--- src/rtl/axil_master.sv ---
// -----------------------------------------------------------------------------
// axil_master
//   AXI4-Lite initiator for a core load/store port that issues one request at a
//   time. Each accepted request turns into exactly one AXI4-Lite read or write
//   transaction. The result comes back as a single-cycle resp_valid pulse.
//
// Ports
//   clk, rst            : rising-edge clock, synchronous active-high reset
//   req_*               : core request (valid/ready, wen, addr, wdata, wstrb)
//   resp_*              : completion pulse with read data and error flag
//   ar*/r*              : AXI4-Lite read address / read data channels
//   aw*/w*/b*           : AXI4-Lite write address / write data / response
//
// Parameter
//   TIMEOUT : the maximum number of cycles spent waiting on any one handshake.
//             When this limit is reached, the transaction completes with an
//             error. A value of 0 disables the limit. The forced abort breaks
//             AXI rules and is intended only as a debug aid.
// -----------------------------------------------------------------------------
module axil_master #(
    parameter int unsigned TIMEOUT = 1023
) (
    input  logic        clk,
    input  logic        rst,
    // core request / response
    input  logic        req_valid,
    output logic        req_ready,
    input  logic        req_wen,
    input  logic [31:0] req_addr,
    input  logic [31:0] req_wdata,
    input  logic [3:0]  req_wstrb,
    output logic        resp_valid,
    output logic [31:0] resp_rdata,
    output logic        resp_err,
    // AXI4-Lite read
    output logic [31:0] araddr,
    output logic        arvalid,
    input  logic        arready,
    input  logic        rvalid,
    output logic        rready,
    input  logic [31:0] rdata,
    input  logic [1:0]  rresp,
    // AXI4-Lite write
    output logic [31:0] awaddr,
    output logic        awvalid,
    input  logic        awready,
    output logic        wvalid,
    input  logic        wready,
    output logic [31:0] wdata,
    output logic [3:0]  wstrb,
    input  logic        bvalid,
    output logic        bready,
    input  logic [1:0]  bresp
);

    localparam logic [2:0] S_IDLE = 3'd0;
    localparam logic [2:0] S_AR   = 3'd1;
    localparam logic [2:0] S_R    = 3'd2;
    localparam logic [2:0] S_WR   = 3'd3;
    localparam logic [2:0] S_B    = 3'd4;
    localparam logic [2:0] S_RESP = 3'd5;

    localparam int          CW    = (TIMEOUT < 2) ? 1 : $clog2(TIMEOUT + 1);
    localparam logic [CW-1:0] TO_C = CW'(TIMEOUT);
    localparam logic        TO_EN = (TIMEOUT != 32'd0);

    logic [2:0]    state_q, state_d;
    logic [31:0]   addr_q, addr_d;
    logic [31:0]   wdata_q, wdata_d;
    logic [3:0]    wstrb_q, wstrb_d;
    logic          aw_done_q, aw_done_d;
    logic          w_done_q, w_done_d;
    logic [CW-1:0] cnt_q, cnt_d;
    logic [31:0]   rdata_q, rdata_d;
    logic          err_q, err_d;

    logic          ar_fire_s, r_fire_s, aw_fire_s, w_fire_s, b_fire_s;
    logic          aw_next_s, w_next_s, to_hit_s;
    logic [CW-1:0] cnt_inc_s;

    // Every AXI control output is decoded from registered state only, so a
    // valid never depends on a ready in the same cycle.
    assign req_ready  = (state_q == S_IDLE);
    assign arvalid    = (state_q == S_AR);
    assign rready     = (state_q == S_R);
    assign awvalid    = (state_q == S_WR) && !aw_done_q;
    assign wvalid     = (state_q == S_WR) && !w_done_q;
    assign bready     = (state_q == S_B);
    assign resp_valid = (state_q == S_RESP);
    assign resp_rdata = rdata_q;
    assign resp_err   = err_q;
    assign araddr     = addr_q;
    assign awaddr     = addr_q;
    assign wdata      = wdata_q;
    assign wstrb      = wstrb_q;

    assign ar_fire_s = arvalid && arready;
    assign r_fire_s  = rready && rvalid;
    assign aw_fire_s = awvalid && awready;
    assign w_fire_s  = wvalid && wready;
    assign b_fire_s  = bready && bvalid;
    assign aw_next_s = aw_done_q | aw_fire_s;
    assign w_next_s  = w_done_q | w_fire_s;
    assign cnt_inc_s = cnt_q + CW'(1);
    // The limit is reached on the edge that would push the wait count to
    // TIMEOUT. A handshake on that same edge still takes priority.
    assign to_hit_s  = TO_EN && (cnt_inc_s == TO_C);

    // Next-state, payload latch and timeout counter logic
    always_comb begin
        state_d   = state_q;
        addr_d    = addr_q;
        wdata_d   = wdata_q;
        wstrb_d   = wstrb_q;
        aw_done_d = aw_done_q;
        w_done_d  = w_done_q;
        cnt_d     = cnt_q;
        rdata_d   = rdata_q;
        err_d     = err_q;
        case (state_q)
            S_IDLE: begin
                cnt_d     = {CW{1'b0}};
                aw_done_d = 1'b0;
                w_done_d  = 1'b0;
                if (req_valid) begin
                    addr_d  = req_addr;
                    wdata_d = req_wdata;
                    wstrb_d = req_wstrb;
                    rdata_d = 32'd0;
                    err_d   = 1'b0;
                    state_d = req_wen ? S_WR : S_AR;
                end else begin
                    state_d = S_IDLE;
                end
            end
            S_AR: begin
                if (ar_fire_s) begin
                    cnt_d   = {CW{1'b0}};
                    state_d = S_R;
                end else if (to_hit_s) begin
                    cnt_d   = {CW{1'b0}};
                    rdata_d = 32'd0;
                    err_d   = 1'b1;
                    state_d = S_RESP;
                end else begin
                    cnt_d = cnt_inc_s;
                end
            end
            S_R: begin
                if (r_fire_s) begin
                    cnt_d   = {CW{1'b0}};
                    rdata_d = rdata;
                    // SLVERR (2'b10) and DECERR (2'b11) both report an error
                    err_d   = (rresp >= 2'b10);
                    state_d = S_RESP;
                end else if (to_hit_s) begin
                    cnt_d   = {CW{1'b0}};
                    rdata_d = 32'd0;
                    err_d   = 1'b1;
                    state_d = S_RESP;
                end else begin
                    cnt_d = cnt_inc_s;
                end
            end
            S_WR: begin
                // Address and data channels retire independently. Both may fire
                // in the same cycle.
                if (aw_fire_s || w_fire_s) begin
                    cnt_d     = {CW{1'b0}};
                    aw_done_d = aw_next_s;
                    w_done_d  = w_next_s;
                    if (aw_next_s && w_next_s) begin
                        state_d = S_B;
                    end else begin
                        state_d = S_WR;
                    end
                end else if (to_hit_s) begin
                    cnt_d     = {CW{1'b0}};
                    aw_done_d = 1'b1;
                    w_done_d  = 1'b1;
                    rdata_d   = 32'd0;
                    err_d     = 1'b1;
                    state_d   = S_RESP;
                end else begin
                    cnt_d = cnt_inc_s;
                end
            end
            S_B: begin
                if (b_fire_s) begin
                    cnt_d   = {CW{1'b0}};
                    rdata_d = 32'd0;
                    err_d   = (bresp >= 2'b10);
                    state_d = S_RESP;
                end else if (to_hit_s) begin
                    cnt_d   = {CW{1'b0}};
                    rdata_d = 32'd0;
                    err_d   = 1'b1;
                    state_d = S_RESP;
                end else begin
                    cnt_d = cnt_inc_s;
                end
            end
            S_RESP: begin
                cnt_d   = {CW{1'b0}};
                state_d = S_IDLE;
            end
            default: begin
                cnt_d   = {CW{1'b0}};
                state_d = S_IDLE;
            end
        endcase
    end

    // State and payload registers with synchronous reset
    always_ff @(posedge clk) begin
        if (rst) begin
            state_q   <= S_IDLE;
            addr_q    <= 32'd0;
            wdata_q   <= 32'd0;
            wstrb_q   <= 4'd0;
            aw_done_q <= 1'b0;
            w_done_q  <= 1'b0;
            cnt_q     <= {CW{1'b0}};
            rdata_q   <= 32'd0;
            err_q     <= 1'b0;
        end else begin
            state_q   <= state_d;
            addr_q    <= addr_d;
            wdata_q   <= wdata_d;
            wstrb_q   <= wstrb_d;
            aw_done_q <= aw_done_d;
            w_done_q  <= w_done_d;
            cnt_q     <= cnt_d;
            rdata_q   <= rdata_d;
            err_q     <= err_d;
        end
    end

endmodule

--- config.mk ---
export PLATFORM = sky130hd
export DESIGN_NAME = axil_master
export DESIGN_NICKNAME = d
export VERILOG_FILES = /design/src/rtl/axil_master.sv
export SDC_FILE = /design/constraint.sdc
export NUM_CORES = 1
export LEC_CHECK = 0
export BUFFER_PORTS_ARGS = -buffer_cell sky130_fd_sc_hd__buf_2
export CORE_MARGIN = 2
export CORE_UTILIZATION = 42
export DETAILED_ROUTE_END_ITERATION = 12
export GPL_TIMING_DRIVEN = 0
export HOLD_SLACK_MARGIN = 0.02
export PLACE_DENSITY = 0.77
export REMOVE_ABC_BUFFERS = 1
export SYNTH_ARGS = -nofsm -noshare
export SYNTH_HDL_FRONTEND = slang
export SYNTH_SLANG_ARGS = --single-unit
--- constraint.sdc ---
create_clock -name clk -period 1.9 [get_ports clk]
set_clock_uncertainty 0.1 [all_clocks]
set_input_delay 0.095 -clock clk [delete_from_list [all_inputs] [get_ports clk]]
set_output_delay 0.095 -clock clk [all_outputs]
set_load 0.1 [all_outputs]
==> flow_metrics.tcl, run 1 <==
set metrics [dict create \
    fin_util 0.700 \
    start_util 0.431 \
    powerDensity_mw_per_mm2 1250 \
    path_class "flip-flop to flip-flop" \
    r2r_setup_slack_ns -0.14 \
    period_share 1.07 \
    nFillCells 822 \
    ir_drop_mv 0.561 \
    synthCells 610 \
    layout_commonest_cell "buf_2" \
    place_hpwl_mm 9.51 \
    dr.pass1.iters 5 \
    hold_path.class "primary input to flip-flop" \
    min_from "rresp[1]" \
    place_ws_ns -0.998 \
    finalPower_mw 10.6 \
    areaGrowthSynthToFinish_pct 62.3 \
    top_level_ports 253 \
    setup.worst_path.end_class "flip-flop" \
    worst_hold_path.num_cells 3 \
    cp_max_fo 4 \
    rsz0062_at_grt "yes" \
    outcome "complete, but fails checks" \
    finalSetupViolCount 44 \
    ys_ff_latch 116 \
    failed_checks "setup timing" \
    finalHoldViolations 0 \
    yosysWarnings 0 \
    rr_startpoint "cnt_q[1]" \
    fin_tns_setup_ns -3.85 \
    die_y_um 115 \
    fmax_mhz 490 \
    final_cell_mix "buf_2 (244), nand2_1 (177), dfxtp_1 (109)" \
    drive_above_1_share 0.398 \
    cts.sinks 116 \
    grt_first_pass_wirelength_mm 29.9 \
    ys.flop_type "dfxtp_1" \
    grt-ovfl-total 0 \
    drcViolationCount 0 \
    synth-seq-area-share 0.448 \
    maxSlewViolCount 0 \
    vias_per_cell 5.45 \
    core-area_mm2 0.0120 \
    min_to "resp_err" \
    netlist_area_mm2 0.00518 \
    cts_tree "done" \
    drtIter0Drc 665 \
    htreeDepth 4 \
    final_antenna_net_count 0 \
    cp.arrival_ns 2.27 \
    cts_buffers 17 \
    clk_latency_ns 0.40 \
    async_reset_ff_frac 0 \
    rr_endpoint "state_q[0]" \
    grt_antenna_before_repair 0 \
    row_count 40 \
    synth_cell_type_count 52 \
    cap_violations 0 \
    fin_ws_ns -0.140 \
    drt-total-wl_mm 20.2 \
    clkTransAtPathRegs_ns 0.06 \
    p_leak_nw 3.63 \
    r2r_cells 8 \
    cp_data_required_time_ns 2.13 \
    die_w_um 115 \
    stdcell_count 1096 \
    grtUsageTotal 0.291 \
    grt_pass1_vias 5696 \
    vias 5977 \
    dp_cells 936 \
    io_buffer_count 250 \
    max_slew_margin 0.540 \
    num_antenna_cells 0 \
    worst_slew_pin_slew_ns 0.690 \
    root_buffer "clkbuf_16" \
    synth_edf_count 0 \
    dieArea_mm2 0.0132 \
    fin_nets 1051 \
    cts_max_path_buffers 2 \
    wl_per_cell_um 18.5 \
    cp-start-kind "flip-flop" \
    avgSynthCellArea_um2 8.49 \
    min_period_ns 2.04 \
    grt_max_degree 69 \
    gp_congestion 0.881 \
]
[repair_timing]
item	in CTS	in global routing
gates resized for setup	38	14
setup buffers	18	1
pin swaps	26	8
setup endpoints to repair	103	101
hold endpoints to repair	102	0
hold buffers	101	0
cloned	7	1
[critical path: stages, from the launching register on]
cell and delay [ns]:
dfxtp_4 0.37, ha_4 0.15, nand4_1 0.21, xnor2_2 0.25
a31oi_4 0.13, buf_6 0.16, buf_4 0.12, or3b_1 0.34
a21oi_1 0.12
[final cells by class]
cell class | count | area [um2] | area share
well taps | 147 | 184 | 0.0219
multi-input cells | 415 | 2570 | 0.305
clock inverters | 14 | 151 | 0.0180
clock buffers | 18 | 439 | 0.0522
repair buffers | 377 | 2690 | 0.320
flip-flops and latches | 116 | 2340 | 0.279
inverters | 9 | 36.3 | 0.00431
[per-layer routing]
| metal | vias to the layer above | wire length (um) | GRT usage |
|---|---|---|---|
| met5 | - | 0 | 0 |
| met1 | 2779 | 7490 | 0.318 |
| met3 | 82 | 1470 | 0.0791 |
| met4 | 0 | 862 | 0.163 |
| met2 | 381 | 10400 | 0.509 |
| li1 | 2735 | - | - |
[logic make-up after synthesis]
family	synth area share
AOI/OAI and AO/OA	0.237
xor gates and xnor gates	0.0184
buffers and inverters	0.0985
DFF	0.448
adders and majority gates	0.00483
muxes	0.00604
and+or+nand+nor	0.187
[where the power goes]
group	internal, mW	switching (mW)
Combinational	1.08	3.42
Clock	1.98	1.23
Sequential	2.65	0.190
Total	5.71	4.84
[state kept, by name (all words and copies together) (netlist names)]
register	cells
state_q	3
resp_rdata	32
wdata	32
araddr	32
w_done_q	1
wstrb	4
aw_done_q	1
cnt_q	10
resp_err	1
[per-stage QoR]
step                      cell area (um2)  hold WS [ns]
final                                8410        0.0730
after global routing                 8410        0.0969
after CTS                            8320        0.0451
after detailed placement             6250         0.240
after global placement               6140         0.234
after floorplan                      4700        0.0629
[synthesized netlist by cell type (2+ instances only)]
master    number  area [um2]
mux2i_1        2        20.0
a211oi_1       2        15.0
nand2_1      178         668
xor2_1         4        35.0
nor2_1        21        78.8
o21ai_1        2        10.0
o21ai_0        4        20.0
nand2b_1       7        43.8
nor2b_1        2        12.5
a311oi_2      31         465
dfxtp_1      116        2320
or3_1          2        12.5
and2_1         2        12.5
xnor2_1        5        43.8
clkbuf_1      22        82.6
a21oi_1      106         531
ha_1           2        25.0
nand3_1        6        30.0
buf_4         34         255
nor4_1         3        18.8
a311oi_1       2        17.5
inv_1          8        30.0
buf_2         12        60.1
o22ai_1        3        18.8
buf_6          7        78.8
[worst max path at each step]
stage                     from             to  slack, ns  depth (start not counted)
floorplan           state_q[0]      araddr[0]      -0.99                          5
global placement    state_q[0]       cnt_q[8]      -1.82                          5
detailed placement    cnt_q[0]  resp_rdata[6]       -1.0                          6
CTS                   cnt_q[1]  resp_rdata[6]      -0.12                          8
global route          cnt_q[1]     state_q[0]      -0.19                          8
finish                cnt_q[1]     state_q[0]      -0.14                          8
Note: power is estimated with default switching activity, not from simulation.
==> inputs of run 2 (changes only) <==
- CORE_UTILIZATION: 42 -> 46
- PLACE_DENSITY: 0.77 -> 0.8
- clock period: 1.9 -> 2.3 ns (I/O delays scaled with it)
==> run 2 against run 1 <==
Against the previous run: the run now ends clean; cell count is 1.7% lower; first-iteration DRC count down 6.6%; flip-flop and latch count stayed put; critical path depth unchanged; setup slack improved by 0.26 ns; clock power shrank 15%; total power decreased by 19%; via count is 2.8% lower; critical endpoint is now resp_rdata[16]; largest cell class unchanged; largest power group unchanged.
==> flow_metrics.tcl, run 2 (same netlist as run 1, synthesis figures left out) <==
set metrics [dict create \
    grt_first_pass_wirelength_mm 27.6 \
    grt-ovfl-total 0 \
    cts_tree "done" \
    min_to "state_q[1]" \
    cts_max_path_buffers 2 \
    io_buffer_count 250 \
    top_level_ports 253 \
    seq_area_mm2 0.00233 \
    grt_antenna_before_repair 0 \
    row_count 38 \
    fmax_mhz 458 \
    combPwrFrac 0.406 \
    hold_path.class "primary input to flip-flop" \
    finalSetupViolCount 0 \
    p_clk_frac 0.320 \
    outcome "completed" \
    p_sw_frac 0.452 \
    max_stage_delay_ns 0.43 \
    dr.pass1.iters 5 \
    vias 5808 \
    multi_input_area_mm2 0.00242 \
    cp_slowest_cell "dfxtp_2" \
    rsz0062_at_grt "no" \
    period_share 0.948 \
    netSwitchingPower_mw 3.87 \
    vias_per_cell 5.39 \
    clk_latency_ns 0.40 \
    crit_path_start "cnt_q[0]" \
    critPathBufInv 2 \
    rr_startpoint "cnt_q[0]" \
    core-area_mm2 0.0109 \
    die_w_um 110 \
    r2r_cells 8 \
    drtIter0Drc 621 \
    maxSlewViolCount 0 \
    p_leak_nw 3.50 \
    place_area_mm2 0.00624 \
    place_hpwl_mm 9.53 \
    max_slew_margin 0.564 \
    crit_chain "ha_4 -> nand4_1 -> xnor2_2 -> a31oi_4 -> buf_4 -> o21ai_4 -> buf_12 -> a311oi_2" \
    wl_per_cell_um 17.7 \
    cp_top_family "compound AO/OA/AOI/OAI gates" \
    cts.sinks 116 \
    min_from "req_wen" \
    clkTransAtPathRegs_ns 0.06 \
    die_y_um 110 \
    cap_violations 0 \
    cp.arrival_ns 2.38 \
    rr_endpoint "resp_rdata[16]" \
    cp_data_required_time_ns 2.49 \
    layout_commonest_cell "buf_2" \
    drt-total-wl_mm 19.0 \
    r2r_setup_slack_ns 0.12 \
    areaGrowthSynthToFinish_pct 55.4 \
    path_class "flip-flop to flip-flop" \
    dieArea_mm2 0.0121 \
    drive_above_1_share 0.374 \
    setup.worst_path.end_class "flip-flop" \
    htreeDepth 4 \
    root_buffer "clkbuf_16" \
    worst_slew_pin_slew_ns 0.654 \
    finalHoldViolations 0 \
    fin_nets 1037 \
    fin_area_mm2 0.00805 \
    ir_drop_mv 0.716 \
    powerDensity_mw_per_mm2 1060 \
    cp-start-kind "flip-flop" \
    final_antenna_net_count 0 \
    gp_congestion 0.831 \
    whs_ns 0.0889 \
    drcViolationCount 0 \
    grt_max_degree 66 \
    nFillCells 699 \
    fin_util 0.736 \
    min_period_ns 2.18 \
    grtUsageTotal 0.295 \
    p_seq_frac 0.274 \
    cp_max_fo 16 \
    cts_buffers 17 \
    worst_hold_path.num_cells 5 \
    final_cell_mix "buf_2 (249), nand2_1 (177), dfxtp_1 (111)" \
    start_util 0.474 \
    grt_pass1_vias 5524 \
    intPower_mw 4.68 \
]
run 2: worst min-delay path: stages:
cell and delay [ns]:
buf_2 0.10, nand3_1 0.07, a211oi_1 0.07, o21bai_1 0.13, o41ai_1 0.06
run 2: power groups by stage:
stage,Sequential (mW),Clock (mW),Combinational (mW)
after detailed placement,2.35,0,3.11
after floorplan,3.99,0,0.816
after CTS,2.31,2.76,3.38
final,2.34,2.74,3.47
after global placement,2.35,0,3.03
after global routing,2.36,2.87,3.62
run 2: per-stage QoR:
stage	power, mW	setup slack [ns]	cells	TNS (ns)
after floorplan	4.81	-0.590	535	-50.96
after detailed placement	5.46	-0.590	929	-18.90
after global placement	5.38	-1.34	925	-106.41
after CTS	8.45	0.000528	1070	0
after global routing	8.85	0.0369	1075	0
final	8.55	0.119	1077	0
run 2: per-layer routing:
layer	share of wire	GRT usage	vias up
met5	0	0	-
met4	0.057	0.186	0
met3	0.070	0.0964	93
met2	0.51	0.499	320
met1	0.37	0.318	2691
li1	-	-	2704
run 2: area by class of cell:
cell class	instances	share of cell area
diodes	2	0.000622
repair buffers	365	0.307
clock buffers	19	0.0550
clock inverters	13	0.0214
multi-input cells	413	0.301
well taps	140	0.0218
flip-flops and latches	116	0.289
inverters	9	0.00420
run 2: what timing repair did:
action | in CTS | in global routing
pin swaps | 4 | 2
setup endpoints to repair | 43 | 62
cloned | 1 | 2
hold buffers | 101 | 0
endpoints found under the hold margin | 102 | 0
resized for setup | 5 | 6
setup buffers | 7 | 3
run 2: worst max-delay path by stage:
| stage | end | slack (ns) | cells after the start |
|---|---|---|---|
| after detailed placement | resp_rdata[15] | -0.59 | 6 |
| final | resp_rdata[16] | 0.12 | 8 |
| after global routing | wvalid | 0.04 | 4 |
| after global placement | cnt_q[8] | -1.34 | 5 |
| after CTS | wdata[21] | 0.0005 | 6 |
| after floorplan | araddr[0] | -0.59 | 5 |
==> inputs of run 3 (changes only) <==
- CORE_UTILIZATION: 46 -> 42
- PLACE_DENSITY: 0.8 -> 0.77
- clock period: 2.3 -> 1.97 ns (I/O delays scaled with it)
==> run 3 against run 2 <==
Against the previous run: the flow now finishes with violations (setup timing); cell count increased by 1.9%; design area rose by 3.4%; via count up 1.7%; sequential power up 17%; combinational power is 21% higher; sequential share of layout area decreased by 0.82 points; global-route usage fell by 1.6 points; hold slack got worse by 0.0029 ns; critical path depth unchanged; critical path type unchanged.
==> flow_metrics.tcl, run 3 (same netlist as run 1, synthesis figures left out) <==
set metrics [dict create \
    outcome "complete, but fails checks" \
    failed_checks "setup timing" \
    cts_buffers 17 \
    r2r_cells 8 \
    rr_startpoint "cnt_q[0]" \
    clk_latency_ns 0.41 \
    cp_data_required_time_ns 2.19 \
    seq_area_mm2 0.00234 \
    cp.arrival_ns 2.24 \
    start_util 0.431 \
    period_share 1.03 \
    finalPower_mw 10.0 \
    vias 5904 \
    grt_max_degree 69 \
    cts_max_path_buffers 2 \
    place_area_mm2 0.00625 \
    drive_above_1_share 0.400 \
    crit_chain "ha_4 -> nand4_1 -> xnor2_2 -> a31oi_4 -> buf_12 -> o21ai_4 -> buf_12 -> a311oi_2" \
    min_period_ns 2.02 \
    dp_cells 936 \
    worst_slew_pin_slew_ns 0.677 \
    cap_violations 0 \
    stdcell_count 1097 \
    areaGrowthSynthToFinish_pct 60.7 \
    crit_top_cell "buf_12" \
    root_buffer "clkbuf_16" \
    dr.pass1.iters 5 \
    fin_ws_ns -0.0515 \
    gp_congestion 0.881 \
    grt_antenna_before_repair 0 \
    row_count 40 \
    top_level_ports 253 \
    worst_hold_path.num_cells 3 \
    htreeDepth 4 \
    fin_nets 1052 \
    rsz0062_at_grt "yes" \
    grtUsageTotal 0.279 \
    die_w_um 115 \
    setup.worst_path.end_class "flip-flop" \
    grt-ovfl-total 0 \
    fin_tns_setup_ns -0.399 \
    critPathBufInv 2 \
    cp_slowest_cell "dfxtp_4" \
    powerDensity_mw_per_mm2 1210 \
    clkTransAtPathRegs_ns 0.06 \
    dieArea_mm2 0.0132 \
    fin_area_mm2 0.00833 \
    max_slew_margin 0.549 \
    min_from "rresp[1]" \
    cp_top_family "compound AO/OA/AOI/OAI gates" \
    grt_pass1_vias 5570 \
    maxSlewViolCount 0 \
    place_hpwl_mm 9.51 \
    io_buffer_count 250 \
    drcViolationCount 0 \
    drtIter0Drc 592 \
    whs_ns 0.0860 \
    p_leak_nw 3.62 \
    nFillCells 845 \
    ir_drop_mv 0.517 \
    finalHoldViolations 0 \
    drt-total-wl_mm 19.5 \
    cts.sinks 116 \
    multi_input_area_mm2 0.00253 \
    finalSetupViolCount 14 \
    path_class "flip-flop to flip-flop" \
    fin_util 0.693 \
    cp-start-kind "flip-flop" \
    hold_path.class "primary input to flip-flop" \
    layout_commonest_cell "buf_2" \
    cts_tree "done" \
    final_antenna_net_count 0 \
    cp_max_fo 14 \
    core-area_mm2 0.0120 \
    vias_per_cell 5.38 \
    min_to "resp_err" \
    rr_endpoint "resp_rdata[3]" \
    place_ws_ns -0.928 \
    die_y_um 115 \
    max_stage_delay_ns 0.37 \
    num_antenna_cells 0 \
    r2r_setup_slack_ns -0.05 \
    wl_per_cell_um 17.8 \
    fmax_mhz 495 \
    grt_first_pass_wirelength_mm 28.8 \
    final_cell_mix "buf_2 (245), nand2_1 (177), dfxtp_1 (108)" \
]
-- run 3: what timing repair did --
action | in CTS | in global routing
pin swaps | 9 | 18
gates cloned | 4 | 2
hold buffers | 101 | 0
endpoints found under the hold margin | 102 | 0
buffers inserted | 16 | 6
gates resized for setup | 28 | 15
setup endpoints to repair | 99 | 100
-- run 3: area by class of cell --
type                    count  area share
multi-input cells         414       0.304
clock inverters            14      0.0182
repair buffers            379       0.318
clock buffers              18      0.0527
flip-flops and latches    116       0.281
well taps                 147      0.0221
inverters                   9     0.00406
-- run 3: worst max path at each step --
stage                           from        endpoint  slack [ns]  cells after the start
final                       cnt_q[0]   resp_rdata[3]       -0.05                      8
after global routing        cnt_q[0]   resp_rdata[3]       -0.14                      8
after CTS                   cnt_q[0]  resp_rdata[26]       -0.03                      8
after detailed placement    cnt_q[0]   resp_rdata[6]       -0.93                      6
after global placement    state_q[0]        cnt_q[8]       -1.75                      5
after floorplan           state_q[0]       araddr[0]       -0.92                      5
-- run 3: layer usage --
metal | GRT usage | wire length, um | share of wire
met1 | 0.298 | 7330 | 0.37
met4 | 0.159 | 848 | 0.043
met3 | 0.0791 | 1370 | 0.070
met2 | 0.493 | 10000 | 0.51
met5 | 0 | 0 | 0
-- run 3: where the power goes --
part / switching [mW] / internal, mW
Sequential: 0.181 / 2.56
Combinational: 3.24 / 0.972
Clock: 1.18 / 1.91
Total: 4.61 / 5.44
-- run 3: tightest hold or removal path, cell delays in order --
cell and delay, ns:
buf_2 0.08, a32oi_1 0.09, a311oi_2 0.27
